===== config.mk =====
export PLATFORM = sky130hd
export DESIGN_NAME = spi_rd_sequencer
export DESIGN_NICKNAME = d
export VERILOG_FILES = /design/src/rtl/spi_rd_sequencer.sv
export SDC_FILE = /design/constraint.sdc
export NUM_CORES = 1
export LEC_CHECK = 0
export BUFFER_PORTS_ARGS = -buffer_cell sky130_fd_sc_hd__clkbuf_2
export CAP_MARGIN = 20
export CORE_ASPECT_RATIO = 2
export CORE_MARGIN = 3
export CORE_UTILIZATION = 52
export DETAILED_ROUTE_END_ITERATION = 6
export HOLD_SLACK_MARGIN = 0.03
export PLACE_DENSITY_LB_ADDON = 0.12
export SYNTH_ARGS = -nofsm -noshare
export SYNTH_HDL_FRONTEND = slang
export SYNTH_SLANG_ARGS = --single-unit

===== constraint.sdc =====
create_clock -name clk -period 2.1 [get_ports clk]
set_input_delay 0.105 -clock clk [delete_from_list [all_inputs] [get_ports clk]]
set_output_delay 0.105 -clock clk [all_outputs]
set_load 0.02 [all_outputs]

===== src/rtl/spi_rd_sequencer.sv =====
// rtl/spi_rd_sequencer.sv - multi-byte SPI read sequencer packing bytes into words behind a FWFT FIFO
module spi_rd_sequencer #(
   parameter int unsigned NUM_BYTES  = 2,
   parameter int unsigned FIFO_DEPTH = 4,
   parameter logic [7:0]  SCLK_DIV   = 8'd4
) (
   input  logic                            clk,
   input  logic                            rst_n,
   input  logic                            start,
   output logic                            busy,
   output logic [7:0]                      rx_sclk_divider,
   output logic                            rx_rd_en,
   input  logic                            rx_csn,
   input  logic                            rx_rd_done,
   input  logic [7:0]                      rx_rd_data,
   output logic                            word_valid,
   output logic [8*NUM_BYTES-1:0]          word_data,
   input  logic                            word_ready,
   output logic [$clog2(FIFO_DEPTH):0]     fifo_level,
   output logic                            overflow,
   input  logic                            clr_overflow
);

   localparam int unsigned W  = 8 * NUM_BYTES;
   localparam int unsigned AW = $clog2(FIFO_DEPTH);
   localparam int unsigned LW = AW + 1;

   typedef enum logic [2:0] {
      S_IDLE,
      S_REQ,
      S_WAIT_CSN_HIGH,
      S_WAIT_DONE,
      S_PUSH
   } state_e;

   state_e          state_q;
   logic [3:0]      byte_cnt_q;
   logic [W-1:0]    assy_q;
   logic [W-1:0]    assy_shift;
   logic            busy_q;
   logic            rd_en_q;
   logic            last_byte;

   logic [W-1:0]    mem_q [FIFO_DEPTH];
   logic [AW-1:0]   wr_ptr_q;
   logic [AW-1:0]   rd_ptr_q;
   logic [LW-1:0]   level_q;
   logic            ovf_q;
   logic            full;
   logic            pop;
   logic            push;
   logic            drop;

   // New byte enters at the LSB so the first byte of a word ends up in the MSB byte.
   generate
      if (NUM_BYTES == 1) begin : g_single
         assign assy_shift = rx_rd_data;
      end else begin : g_multi
         assign assy_shift = {assy_q[W-9:0], rx_rd_data};
      end
   endgenerate

   assign last_byte = (byte_cnt_q == 4'(NUM_BYTES - 1));

   // Read sequencer: request a byte, wait for the receiver to commit and finish, repeat per byte.
   always_ff @(posedge clk) begin
      if (!rst_n) begin
         state_q    <= S_IDLE;
         byte_cnt_q <= '0;
         assy_q     <= '0;
         busy_q     <= 1'b0;
         rd_en_q    <= 1'b0;
      end else begin
         case (state_q)
            S_IDLE: begin
               if (start) begin
                  state_q    <= S_REQ;
                  byte_cnt_q <= '0;
                  assy_q     <= '0;
                  busy_q     <= 1'b1;
                  rd_en_q    <= 1'b1;
               end
            end
            S_REQ: begin
               // Receiver pulls csn low once it has taken the request.
               if (!rx_csn) begin
                  state_q <= S_WAIT_DONE;
                  rd_en_q <= 1'b0;
               end
            end
            S_WAIT_DONE: begin
               if (rx_rd_done) begin
                  assy_q     <= assy_shift;
                  byte_cnt_q <= byte_cnt_q + 4'd1;
                  state_q    <= last_byte ? S_PUSH : S_WAIT_CSN_HIGH;
               end
            end
            S_WAIT_CSN_HIGH: begin
               // Hold off until the current transfer closes so one transfer is never requested twice.
               if (rx_csn) begin
                  state_q <= S_REQ;
                  rd_en_q <= 1'b1;
               end
            end
            S_PUSH: begin
               state_q <= S_IDLE;
               busy_q  <= 1'b0;
            end
            default: begin
               state_q <= S_IDLE;
               busy_q  <= 1'b0;
               rd_en_q <= 1'b0;
            end
         endcase
      end
   end

   // A concurrent pop frees a slot, so a push into a full FIFO still lands when the head leaves.
   always_comb begin
      full = (level_q == LW'(FIFO_DEPTH));
      pop  = (level_q != '0) && word_ready;
      push = (state_q == S_PUSH) && (!full || pop);
      drop = (state_q == S_PUSH) && full && !pop;
   end

   // FIFO storage carries no reset; emptiness is tracked by the level counter alone.
   always_ff @(posedge clk) begin
      if (rst_n && push) begin
         mem_q[wr_ptr_q] <= assy_q;
      end
   end

   // FIFO pointers, fill level and sticky overflow flag (setting beats clearing).
   always_ff @(posedge clk) begin
      if (!rst_n) begin
         wr_ptr_q <= '0;
         rd_ptr_q <= '0;
         level_q  <= '0;
         ovf_q    <= 1'b0;
      end else begin
         if (push) begin
            wr_ptr_q <= wr_ptr_q + AW'(1);
         end
         if (pop) begin
            rd_ptr_q <= rd_ptr_q + AW'(1);
         end
         if (push && !pop) begin
            level_q <= level_q + LW'(1);
         end else if (pop && !push) begin
            level_q <= level_q - LW'(1);
         end
         if (drop) begin
            ovf_q <= 1'b1;
         end else if (clr_overflow) begin
            ovf_q <= 1'b0;
         end
      end
   end

   assign busy            = busy_q;
   assign rx_rd_en        = rd_en_q;
   assign rx_sclk_divider = SCLK_DIV;
   assign word_valid      = (level_q != '0);
   assign word_data       = word_valid ? mem_q[rd_ptr_q] : '0;
   assign fifo_level      = level_q;
   assign overflow        = ovf_q;

endmodule


==> out/results.tsv, run 1 <==
stage	metric	value	unit
synth	leading area contributor after synthesis	edfxtp_1	
detailed_routing	DRT antenna net count	0	
timing	total negative slack	0	ns
worst_hold_path	Hold Path Class	input pin to flip-flop	
critical_path	Critical Path Sink Type	flip-flop	
job	Max Cap Viol	0	
synth	most frequent cell after synthesis	edfxtp_1	
critical_path	FF-to-FF Start	fifo_level[1]	
timing	crit path time final	2.03	ns
cts	CTS Sinks	99	
timing	Worst Clk Skew	0.00703	ns
power_and_ir_drop	power per cell area	1060	nW/um^2
power_and_ir_drop	IR drop worst, VDD	1250	uV
timing	number of hold violations in the final report	0	
finish	share of cells above drive strength 1	0.287	
cts	CTS buffer count	9	
finish	area grow syn2layout	16.6	%
grt	grt ovf	0	
worst_hold_path	hold_sp	rx_rd_data[4]	
synth	Mapped Area	4020	sq um
run_status	status	complete, no violations	
synth	warning count from the yosys run	0	
grt	first-pass GRT wire length	11.5	mm
placed_design	Setup WS pre-CTS	-0.00946	ns
finish	antenna cells	0	
synth	Async S/R FF share, synth	0	
critical_path	worst path bufs/invs	1	
placed_design	DP HPWL	4.88	mm
floorplanning	DIE AREA	8890	sq um
power_and_ir_drop	leakage	1.74	nW
critical_path	Crit path max-delay family	simple AND/OR/NAND/NOR gates	
cts	Clk pin slew, worst setup/hold paths	0.06	ns
timing	Highest Clock Rate	0.492	GHz
detailed_routing	vias per cell	5.46	
timing	crit share post-route	0.968	
critical_path	Worst EP required	2.36	ns
timing	# setup viols final	0	
cts	CTS tree	yes	
timing	Setup WS post-layout	0.0678	ns
detailed_routing	WL/cell	16.4	um
floorplanning	Die Wd	68.2	um
floorplanning	Initial Util	0.545	
synth	most frequent cells after synthesis	edfxtp_1, dfxtp_1, a21oi_1	
timing	Hold WS	0.0456	ns
detailed_routing	via count	2347	
synth	Post-Syn Instances	290	
critical_path	Arrival @ worst endpoint	2.29	ns
floorplanning	core area	7380	sq um
critical_path	crit path cell chain	or4b_4 -> and3_4 -> ha_4 -> inv_2 -> fa_2 -> xor2_1 -> or3_1 -> a21oi_1	
floorplanning	die height	130	um
cts	H-tree depth	3	
detailed_routing	DRT Pass-1 Iters	4	
critical_path	crit path kind	flip-flop to flip-flop	
timing	Final Slew Violations	0	
grt	vias in the first global route	2314	
detailed_routing	drt total wl	7.05	mm
synth	top_reg_cell synth	edfxtp_1	
timing	RSZ-0062 raised after global routing	true	
placed_design	gpl congestion	0.779	
grt	initial antenna violation count	0	
synth	post-synth cell types	39	
critical_path	crit start category	flip-flop	
cts	clock latency on the worst-skew pair	0.33	ns
cts	Root Driver	clkbuf_16	
detailed_routing	Residual DRC	0	
critical_path	CP startpoint	fifo_level[1]	
floorplanning	num rows	44	
floorplanning	# IOs	46	
critical_path	CP peak stage delay	0.52	ns
synth	synthesized flop and latch total	99	
grt	GRT Resource Usage Total	0.181	
critical_path	Slowest cell on crit path	or4b_4	
detailed_routing	initial DRC count	65	
grt	largest net degree at the start of global routing	30	
synth	EDFF count, synth	64	
finish	Final Net Count	356	
synth	sequential area share after synthesis	0.652	
finish	Core Util, Final	0.636	
synth	Yosys top cell area share	0.478	
synth	Post-Syn Area per Cell	13.9	sq um
synth	largest cells by area after synthesis	edfxtp_1, dfxtp_1, mux4_2	
cts	Max Buffers Root-to-Sink	2	
critical_path	critical-path maximum fanout	4	
placed_design	Port Buffers	37	
-- layout make-up --
| cell class | instances | area [sq um] |
|---|---|---|
| Clock buffer | 10 | 250 |
| Clock inverter | 6 | 61.3 |
| Fill cell | 592 | 2690 |
| Inverter | 8 | 30.0 |
| Multi-Input combinational cell | 161 | 1270 |
| Sequential cell | 99 | 2630 |
| Tap cell | 92 | 115 |
| Timing Repair Buffer | 54 | 335 |
-- repair_timing --
action	in CTS	in global routing
endpoints found under the hold margin	4	0
pin swaps	0	2
endpoints found under the setup margin	2	2
hold buffers	4	0
buffers inserted	0	1
gates resized for setup	1	1
-- placed cells by master (no fill, tap or decap), drive strengths merged, types with 7 or more instances in the layout --
cell | netlist | final
nand4 | 16 | 16
inv | 8 | 9
a21oi | 22 | 22
and2 | 17 | 17
nor2 | 12 | 12
edfxtp | 64 | 64
ha | 7 | 7
nand2 | 21 | 21
clkbuf | 8 | 47
mux4 | 16 | 16
buf | 20 | 13
conb | 2 | 8
dfxtp | 35 | 35
-- worst register-to-register path: cells and delay by family (launching register included) --
family	cells	cell delay, ns
AND/OR/NAND/NOR	3	1.01
flip-flops	1	0.35
adder cells (fa/ha/maj)	2	0.34
AO/OA/AOI/OAI	1	0.14
XOR/XNOR	1	0.07
buffers and inverters	1	0.05
-- cell families (layout without fill, tap and decap cells) --
group | Yosys count | count (layout) | synth area share
AO/OA/AOI/OAI | 34 | 34 | 0.0466
other | 2 | 8 | 0.00187
buffers and inverters | 36 | 78 | 0.0482
multiplexers | 19 | 19 | 0.0970
adder cells (fa/ha/maj) | 8 | 8 | 0.0267
AND/OR/NAND/NOR | 87 | 87 | 0.117
XOR/XNOR | 5 | 5 | 0.0109
flip-flops | 99 | 99 | 0.652
-- where the power goes --
group	switching, mW	leakage [nW]	internal (mW)
sequential	0.0627	0.916	2.12
combinational	0.597	0.676	0.522
clock	0.655	0.150	0.990
-- final timing paths --
path                        end  slack [ns]  cells past startpoint
hold reg to reg            busy        0.47                      2
hold / removal        assy_q[4]        0.05                      3
setup / recovery  fifo_level[2]        0.07                      8
setup reg to reg  fifo_level[2]        0.07                      8
-- registers in the layout (all words and copies together), names as in the netlist, named ones only --
name / cells
mem_q: 64
byte_cnt_q: 4
rx_rd_en: 1
wr_ptr_q: 2
fifo_level: 3
state_q: 3
rd_ptr_q: 2
overflow: 1
assy_q: 16
busy: 1
-- per-stage QoR --
stage | instance area (sq um) | cells | power, mW
final | 4690 | 430 | 4.95
after CTS | 4680 | 429 | 5.00
after global placement | 4320 | 409 | 3.33
after global routing | 4690 | 430 | 5.18
after floorplan | 4090 | 296 | 3.08
after detailed placement | 4320 | 409 | 3.35
-- routing by layer --
| layer | track usage | part of all wire | up-vias | wire [um] |
|---|---|---|---|---|
| li1 | - | - | 1143 | - |
| met1 | 0.196 | 0.37 | 1131 | 2610 |
| met2 | 0.317 | 0.56 | 58 | 3940 |
| met3 | 0.0453 | 0.041 | 15 | 286 |
| met4 | 0.0891 | 0.030 | 0 | 210 |
| met5 | 0 | 0 | - | 0 |
Note: power is estimated with default switching activity, not from simulation.
==> inputs of run 2 (changes only) <==
--- a/config.mk
+++ b/config.mk
@@ -5,6 +5,7 @@
 export SDC_FILE = /design/constraint.sdc
 export NUM_CORES = 1
 export LEC_CHECK = 0
+export ABC_AREA = 1
 export BUFFER_PORTS_ARGS = -buffer_cell sky130_fd_sc_hd__clkbuf_2
 export CAP_MARGIN = 20
 export CORE_ASPECT_RATIO = 2
==> run 2 against run 1 <==
Compared with the run above: via count grew 31%; total power rose by 32%; non-clock buffer count rose by 6; flip-flop and latch count unchanged; first-iteration DRC count is 98% higher; final area increased by 4.7%; worst setup slack improved by 0.14 ns; synthesized cell count is 56% higher; worst hold slack improved by 0.051 ns; final cell count grew 40%; critical endpoint is now word_data[9].
==> out/results.tsv, run 2 <==
stage	metric	value	unit	change
detailed_routing	met3 routed WL	323	um	+13%
finish	share of cells above drive strength 1	0.150		-0.137
timing	RSZ-0062 raised after global routing	false		
cts	CTS buffer count	9		unchanged
run_status	status	complete, no violations		
power_and_ir_drop	IR drop worst, VDD	1090	uV	-13%
floorplanning	# IOs	46		unchanged
critical_path	crit path cell chain	inv_1 -> nand3_1 -> inv_1 -> a21oi_1 -> clkbuf_2		
cts	CTS Sinks	99		unchanged
grt	GRT Resource Usage Total	0.183		+0.00228
finish	fill cell count	683		+15%
timing	Highest Clock Rate	0.527	GHz	+7.1%
floorplanning	Initial Util	0.538		-0.00765
grt	vias in the first global route	2832		+22%
critical_path	Worst EP required	2.00	ns	-0.36 ns
synth	most frequent cell after synthesis	nor2_1		
timing	crit share post-route	0.903		-0.0645
timing	total negative slack	0	ns	unchanged
synth	synthesized flop and latch total	99		unchanged
critical_path	critical-path maximum fanout	16		+12
timing	slew at the pin closest to its max-slew limit	0.665	ns	
synth	warning count from the yosys run	0		unchanged
synth	Yosys top cell area share	0.450		-0.0277
cts	clock latency on the worst-skew pair	0.33	ns	about the same
timing	crit path time final	1.90	ns	-0.135 ns
cts	Root Driver	clkbuf_16		
critical_path	most frequent CP cell	inv_1		
detailed_routing	Residual DRC	0		unchanged
finish	max FFs per register	64		unchanged
synth	leading area contributor after synthesis	edfxtp_1		
power_and_ir_drop	power per cell area	1330	nW/um^2	+26%
synth	Mapped Area	4270	sq um	+6.2%
job	Max Cap Viol	0		unchanged
synth	EDFF count, synth	64		unchanged
cts	Max Buffers Root-to-Sink	2		unchanged
finish	area grow syn2layout	15.0	%	
synth	most frequent cells after synthesis	nor2_1, edfxtp_1, nand2_1		
critical_path	Critical Path Sink Type	primary output		
placed_design	gpl congestion	0.761		-2.3%
critical_path	Slowest cell on crit path	dfxtp_1		
critical_path	crit path kind	flip-flop to primary output		
synth	Post-Syn Area per Cell	9.43	sq um	-32%
critical_path	CP peak stage delay	0.38	ns	-0.14 ns
synth	largest cells by area after synthesis	edfxtp_1, dfxtp_1, nor2_1		
timing	Worst Clk Skew	0.00663	ns	-0.000390 ns
finish	biggest regs	mem_q (64), assy_q (16), byte_cnt_q (4)		
detailed_routing	wl on met1	2.95	mm	+13%
timing	# setup viols final	0		unchanged
floorplanning	Die Wd	70.1	um	+2.8%
power_and_ir_drop	Pwr Total	6.55	mW	+32%
detailed_routing	vias per cell	5.10		-6.5%
timing	Final Slew Violations	0		unchanged
finish	antenna cells	0		unchanged
synth	Async S/R FF share, synth	0		unchanged
detailed_routing	DRT antenna net count	0		unchanged
worst_hold_path	Hold Path Class	input pin to flip-flop		
finish	most common cell after layout, fill and taps aside	nor2_1		
cts	Clk pin slew, worst setup/hold paths	0.06	ns	about the same
synth	sequential area share after synthesis	0.614		-0.0378
detailed_routing	drt total wl	8.25	mm	+17%
cts	CTS tree	yes		
critical_path	Crit path max-delay family	buffers and inverters		
finish	Final Net Count	524		+47%
detailed_routing	WL/cell	13.7	um	-16%
placed_design	DP HPWL	5.72	mm	+17%
critical_path	worst path bufs/invs	3		+2
floorplanning	core area	7940	sq um	+7.7%
grt	first-pass GRT wire length	13.0	mm	+13%
floorplanning	num rows	46		+4.5%
cts	H-tree depth	3		unchanged
floorplanning	die height	134	um	+2.9%
detailed_routing	DRT Pass-1 Iters	4		unchanged
critical_path	crit start category	flip-flop		
timing	number of hold violations in the final report	0		unchanged
grt	initial antenna violation count	0		unchanged
placed_design	Port Buffers	37		unchanged
grt	largest net degree at the start of global routing	33		+10%
synth	top_reg_cell synth	edfxtp_1		
detailed_routing	metal2 WL	4.66	mm	+18%
finish	most flop-heavy register	mem_q		
timing	Slew HR	0.556		
power_and_ir_drop	leakage	1.92	nW	+10%
finish	most frequent cells in the layout	nor2_1, edfxtp_1, nand2_1, a21oi_1, inv_1		
detailed_routing	Top Layer Used	met4		
floorplanning	DIE AREA	9400	sq um	+5.7%
synth	post-synth cell types	27		-31%
synth	Post-Syn Instances	453		+56%
grt	grt ovf	0		unchanged
detailed_routing	initial DRC count	129		+98%
detailed_routing	via count	3073		+31%
critical_path	Arrival @ worst endpoint	1.79	ns	-0.50 ns
[run 2: cell count changes in the layout (fill, tap and decap cells not counted), moves of 16 or more]
cell / delta
nor2_1: +94
nand2_1: +37
inv_1: +33
o21ai_0: +31
a21oi_1: +24
and2_1: -17
mux4_2: -16
[run 2: kinds of logic after synthesis]
group                      Yosys count  share of synthesized area
buffers and inverters               71                     0.0747
other                                2                    0.00176
adders and majority gates            8                     0.0252
xor gates and xnor gates             1                    0.00205
AOI/OAI and AO/OA                   87                      0.103
and+or+nand+nor                    185                      0.180
DFF                                 99                      0.614
[run 2: worst min-delay path, stage by stage]
cell and delay (ns):
clkbuf_2 0.08, a21oi_1 0.13, nor3_1 0.06
[run 2: final cells by class]
| cell class | instances | area, sq um | share of cell area |
|---|---|---|---|
| tap | 96 | 120 | 0.0245 |
| clock inverter | 2 | 12.5 | 0.00255 |
| sequential | 99 | 2620 | 0.534 |
| multi-input combinational | 289 | 1360 | 0.277 |
| clock buffer | 14 | 244 | 0.0497 |
| inverter | 42 | 158 | 0.0321 |
| timing repair buffer | 60 | 390 | 0.0795 |
[run 2: metal layers]
layer | GRT usage | vias to the layer above
met4 | 0.109 | 0
met5 | 0 | -
met2 | 0.348 | 85
met1 | 0.178 | 1395
li1 | - | 1574
met3 | 0.0338 | 19
[run 2: per-stage QoR]
stage	utilization	area, sq um	setup WS (ns)	hold slack, ns	std cells
after floorplan	-	4290	0.0527	0.246	459
after global placement	0.575	4560	0.176	0.334	578
after detailed placement	0.575	4560	0.0610	0.344	578
after CTS	0.617	4900	0.0456	0.0879	602
after global routing	0.618	4910	0.0398	0.104	602
final	0.618	4910	0.203	0.0968	602
[run 2: report_power, final]
group,internal (mW),leakage (nW),switching (mW)
Combinational,0.810,0.989,1.78
Clock,0.802,0.117,0.619
Sequential,2.35,0.818,0.197
Total,3.96,1.92,2.59
[run 2: repair_timing]
| action | CTS | global route |
|---|---|---|
| resized for setup | 0 | 6 |
| setup endpoints to repair | 0 | 1 |
| hold buffers | 8 | 0 |
| hold endpoints to repair | 8 | 0 |
| buffers inserted | 0 | 0 |
[run 2: final timing paths]
check                 from       endpoint  slack (ns)  cells after the start
max          fifo_level[1]   word_data[9]        0.20                      5
min                  start           busy         0.1                      3
min reg2reg    rd_ptr_q[1]      flip-flop        0.46                      2
max reg2reg  fifo_level[1]  fifo_level[1]        0.21                      9
==> inputs of run 3 (changes only) <==
--- a/config.mk
+++ b/config.mk
@@ -8,9 +8,11 @@
 export ABC_AREA = 1
 export BUFFER_PORTS_ARGS = -buffer_cell sky130_fd_sc_hd__clkbuf_2
 export CAP_MARGIN = 20
+export CELL_PAD_IN_SITES_DETAIL_PLACEMENT = 0
+export CELL_PAD_IN_SITES_GLOBAL_PLACEMENT = 2
 export CORE_ASPECT_RATIO = 2
 export CORE_MARGIN = 3
-export CORE_UTILIZATION = 52
+export CORE_UTILIZATION = 33
 export DETAILED_ROUTE_END_ITERATION = 6
 export HOLD_SLACK_MARGIN = 0.03
 export PLACE_DENSITY_LB_ADDON = 0.12
==> run 3 against run 2 <==
Compared with the run above: sequential share of layout area fell by 1.5 points; register-to-register slack got worse by 0.02 ns; routed wire length up 22%; final cell count is 9.5% higher; utilization is 22 points lower; sequential power is essentially flat; total power rose by 3.5%; clock power rose by 11%.
==> out/results.tsv, run 3 (same netlist as run 2, synthesis figures left out) <==
stage	metric	value	unit	change
floorplanning	# IOs	46		unchanged
detailed_routing	Residual DRC	0		unchanged
cts	Max Buffers Root-to-Sink	2		unchanged
critical_path	crit path kind	flip-flop to primary output		
power_and_ir_drop	power per cell area	1340	nW/um^2	+0.53%
power_and_ir_drop	Comb pwr share	0.391		-0.004
detailed_routing	initial DRC count	118		-8.5%
timing	slew at the pin closest to its max-slew limit	0.733	ns	+0.0679 ns
floorplanning	Initial Util	0.338		-0.200
critical_path	Worst EP required	2.00	ns	about the same
detailed_routing	drt total wl	10.1	mm	+22%
floorplanning	DIE AREA	14400	sq um	+53%
grt	grt peak-use layer	met2		
finish	most frequent cells in the layout	nor2_1, edfxtp_1, nand2_1, a21oi_1, inv_1		
cts	H-tree depth	3		unchanged
power_and_ir_drop	leakage	1.97	nW	+2.2%
timing	crit share post-route	0.926		+0.0224
worst_hold_path	hold endpoint	busy		
power_and_ir_drop	Switch Pwr	2.81	mW	+8.2%
placed_design	gpl congestion	0.806		+5.9%
critical_path	reg2reg path depth	12		+3
floorplanning	num rows	58		+26%
grt	met1 usage	0.144		-0.0344
power_and_ir_drop	IR drop worst, VDD	694	uV	-36%
cts	Root Driver	clkbuf_16		
grt	first-pass GRT wire length	15.6	mm	+20%
finish	Final Net Count	527		+0.57%
finish	antenna cells	0		unchanged
power_and_ir_drop	Reg power frac	0.377		-0.012
critical_path	critical-path maximum fanout	16		unchanged
power_and_ir_drop	Sw Share	0.414		+0.0180
timing	Final Slew Violations	0		unchanged
floorplanning	die height	167	um	+24%
cts	CTS buffer count	9		unchanged
finish	share of cells above drive strength 1	0.159		+0.00894
grt	GRT Resource Usage Total	0.144		-0.0389
critical_path	r2r setup slk	0.19	ns	-0.02 ns
detailed_routing	WL/cell	15.3	um	+12%
detailed_routing	DRT antenna net count	0		unchanged
detailed_routing	vias per cell	4.78		-6.3%
cts	CTS tree	yes		
power_and_ir_drop	internal power	3.98	mW	+0.42%
timing	number of hold violations in the final report	0		unchanged
placed_design	Setup WS pre-CTS	0.160	ns	+0.0990 ns
grt	grt met3 use	0.0272		-0.00653
timing	Highest Clock Rate	0.514	GHz	-2.4%
finish	area grow syn2layout	18.4	%	
cts	Clk pin slew, worst setup/hold paths	0.07	ns	about the same
finish	most flop-heavy register	mem_q		
grt	vias in the first global route	3021		+6.7%
detailed_routing	DRT Pass-1 Iters	4		unchanged
critical_path	FF-to-FF Start	state_q[1]		
finish	max FFs per register	64		unchanged
finish	most common cell after layout, fill and taps aside	nor2_1		
run_status	status	complete, no violations		
cts	CTS Sinks	99		unchanged
critical_path	worst reg2reg path endpoint	fifo_level[2]		
floorplanning	core area	12600	sq um	+59%
cts	clock latency on the worst-skew pair	0.34	ns	about the same
timing	Setup WS post-layout	0.156	ns	-0.0471 ns
grt	initial antenna violation count	0		unchanged
placed_design	Port Buffers	37		unchanged
finish	biggest regs	mem_q (64), assy_q (16), byte_cnt_q (4)		
timing	# setup viols final	0		unchanged
worst_hold_path	Hold Path Stages	3		unchanged
timing	Worst Clk Skew	0.00744	ns	+0.000809 ns
critical_path	Critical Path Sink Type	primary output		
power_and_ir_drop	Clock Power Share	0.232		+0.015
grt	grt ovf	0		unchanged
timing	total negative slack	0	ns	unchanged
floorplanning	Die Wd	86.5	um	+23%
worst_hold_path	Hold Path Class	input pin to flip-flop		
timing	crit path time final	1.94	ns	+0.0471 ns
grt	met2 Usage GRT	0.282		-0.0655
timing	Slew HR	0.511		-0.0453
timing	RSZ-0062 raised after global routing	true		
grt	largest net degree at the start of global routing	32		-3.0%
worst_hold_path	hold_sp	start		
detailed_routing	via count	3152		+2.6%
critical_path	Arrival @ worst endpoint	1.84	ns	+0.05 ns
critical_path	crit start category	flip-flop		
job	Max Cap Viol	0		unchanged
placed_design	DP HPWL	6.90	mm	+21%
[run 3: timing repair]
| action | CTS | global route |
|---|---|---|
| hold buffers | 8 | 0 |
| setup endpoints to repair | 0 | 7 |
| endpoints found under the hold margin | 8 | 0 |
| resized for setup | 0 | 2 |
| setup buffers | 0 | 0 |
[run 3: worst max path at each step]
stage             startpoint       endpoint  slack, ns  cells past startpoint
2_1_floorplan  fifo_level[0]    mem_q[0][0]       0.05                      6
3_3_place_gp      state_q[1]  fifo_level[2]       0.18                     12
3_5_place_dp      state_q[1]  fifo_level[2]       0.16                     12
4_1_cts        fifo_level[0]   word_data[9]       0.07                      5
5_1_grt        fifo_level[0]   word_data[9]      -0.02                      5
6_report       fifo_level[0]   word_data[9]       0.16                      5
[run 3: routing by layer]
layer | wire (um) | vias up
met1 | 3860 | 1495
met4 | 133 | 0
met3 | 309 | 10
li1 | - | 1580
met5 | 0 | -
met2 | 5800 | 67
[run 3: area by class of cell]
cell class | count | area, sq um
Fill cell | 1313 | 7570
Sequential cell | 99 | 2620
Multi-Input combinational cell | 289 | 1350
Timing Repair Buffer | 63 | 450
Clock buffer | 9 | 225
Tap cell | 150 | 188
Inverter | 42 | 158
Clock inverter | 7 | 58.8
[run 3: power groups by stage]
stage               clock network [mW]  logic, mW  registers [mW]
floorplan                            0       1.82            2.58
global placement                     0       2.68            2.59
detailed placement                   0       2.69            2.60
CTS                               1.62       2.71            2.56
global route                      1.69       2.95            2.60
finish                            1.58       2.65            2.56
[run 3: stage by stage]
step | utilization | std cells | power (mW) | hold WS, ns | cell area [sq um]
2_1_floorplan | - | 459 | 4.40 | 0.246 | 4290
6_report | 0.400 | 659 | 6.78 | 0.0694 | 5060
3_3_place_gp | 0.371 | 635 | 5.27 | 0.334 | 4690
5_1_grt | 0.400 | 659 | 7.23 | 0.0806 | 5060
4_1_cts | 0.400 | 659 | 6.89 | 0.0636 | 5050
3_5_place_dp | 0.371 | 635 | 5.30 | 0.349 | 4690
[run 3: worst max-delay path, cell delays in order, from the launching register on]
cell	delay, ns
dfxtp_1	0.42
inv_1	0.08
nand3_1	0.11
inv_1	0.33
a21oi_1	0.33
clkbuf_2	0.22
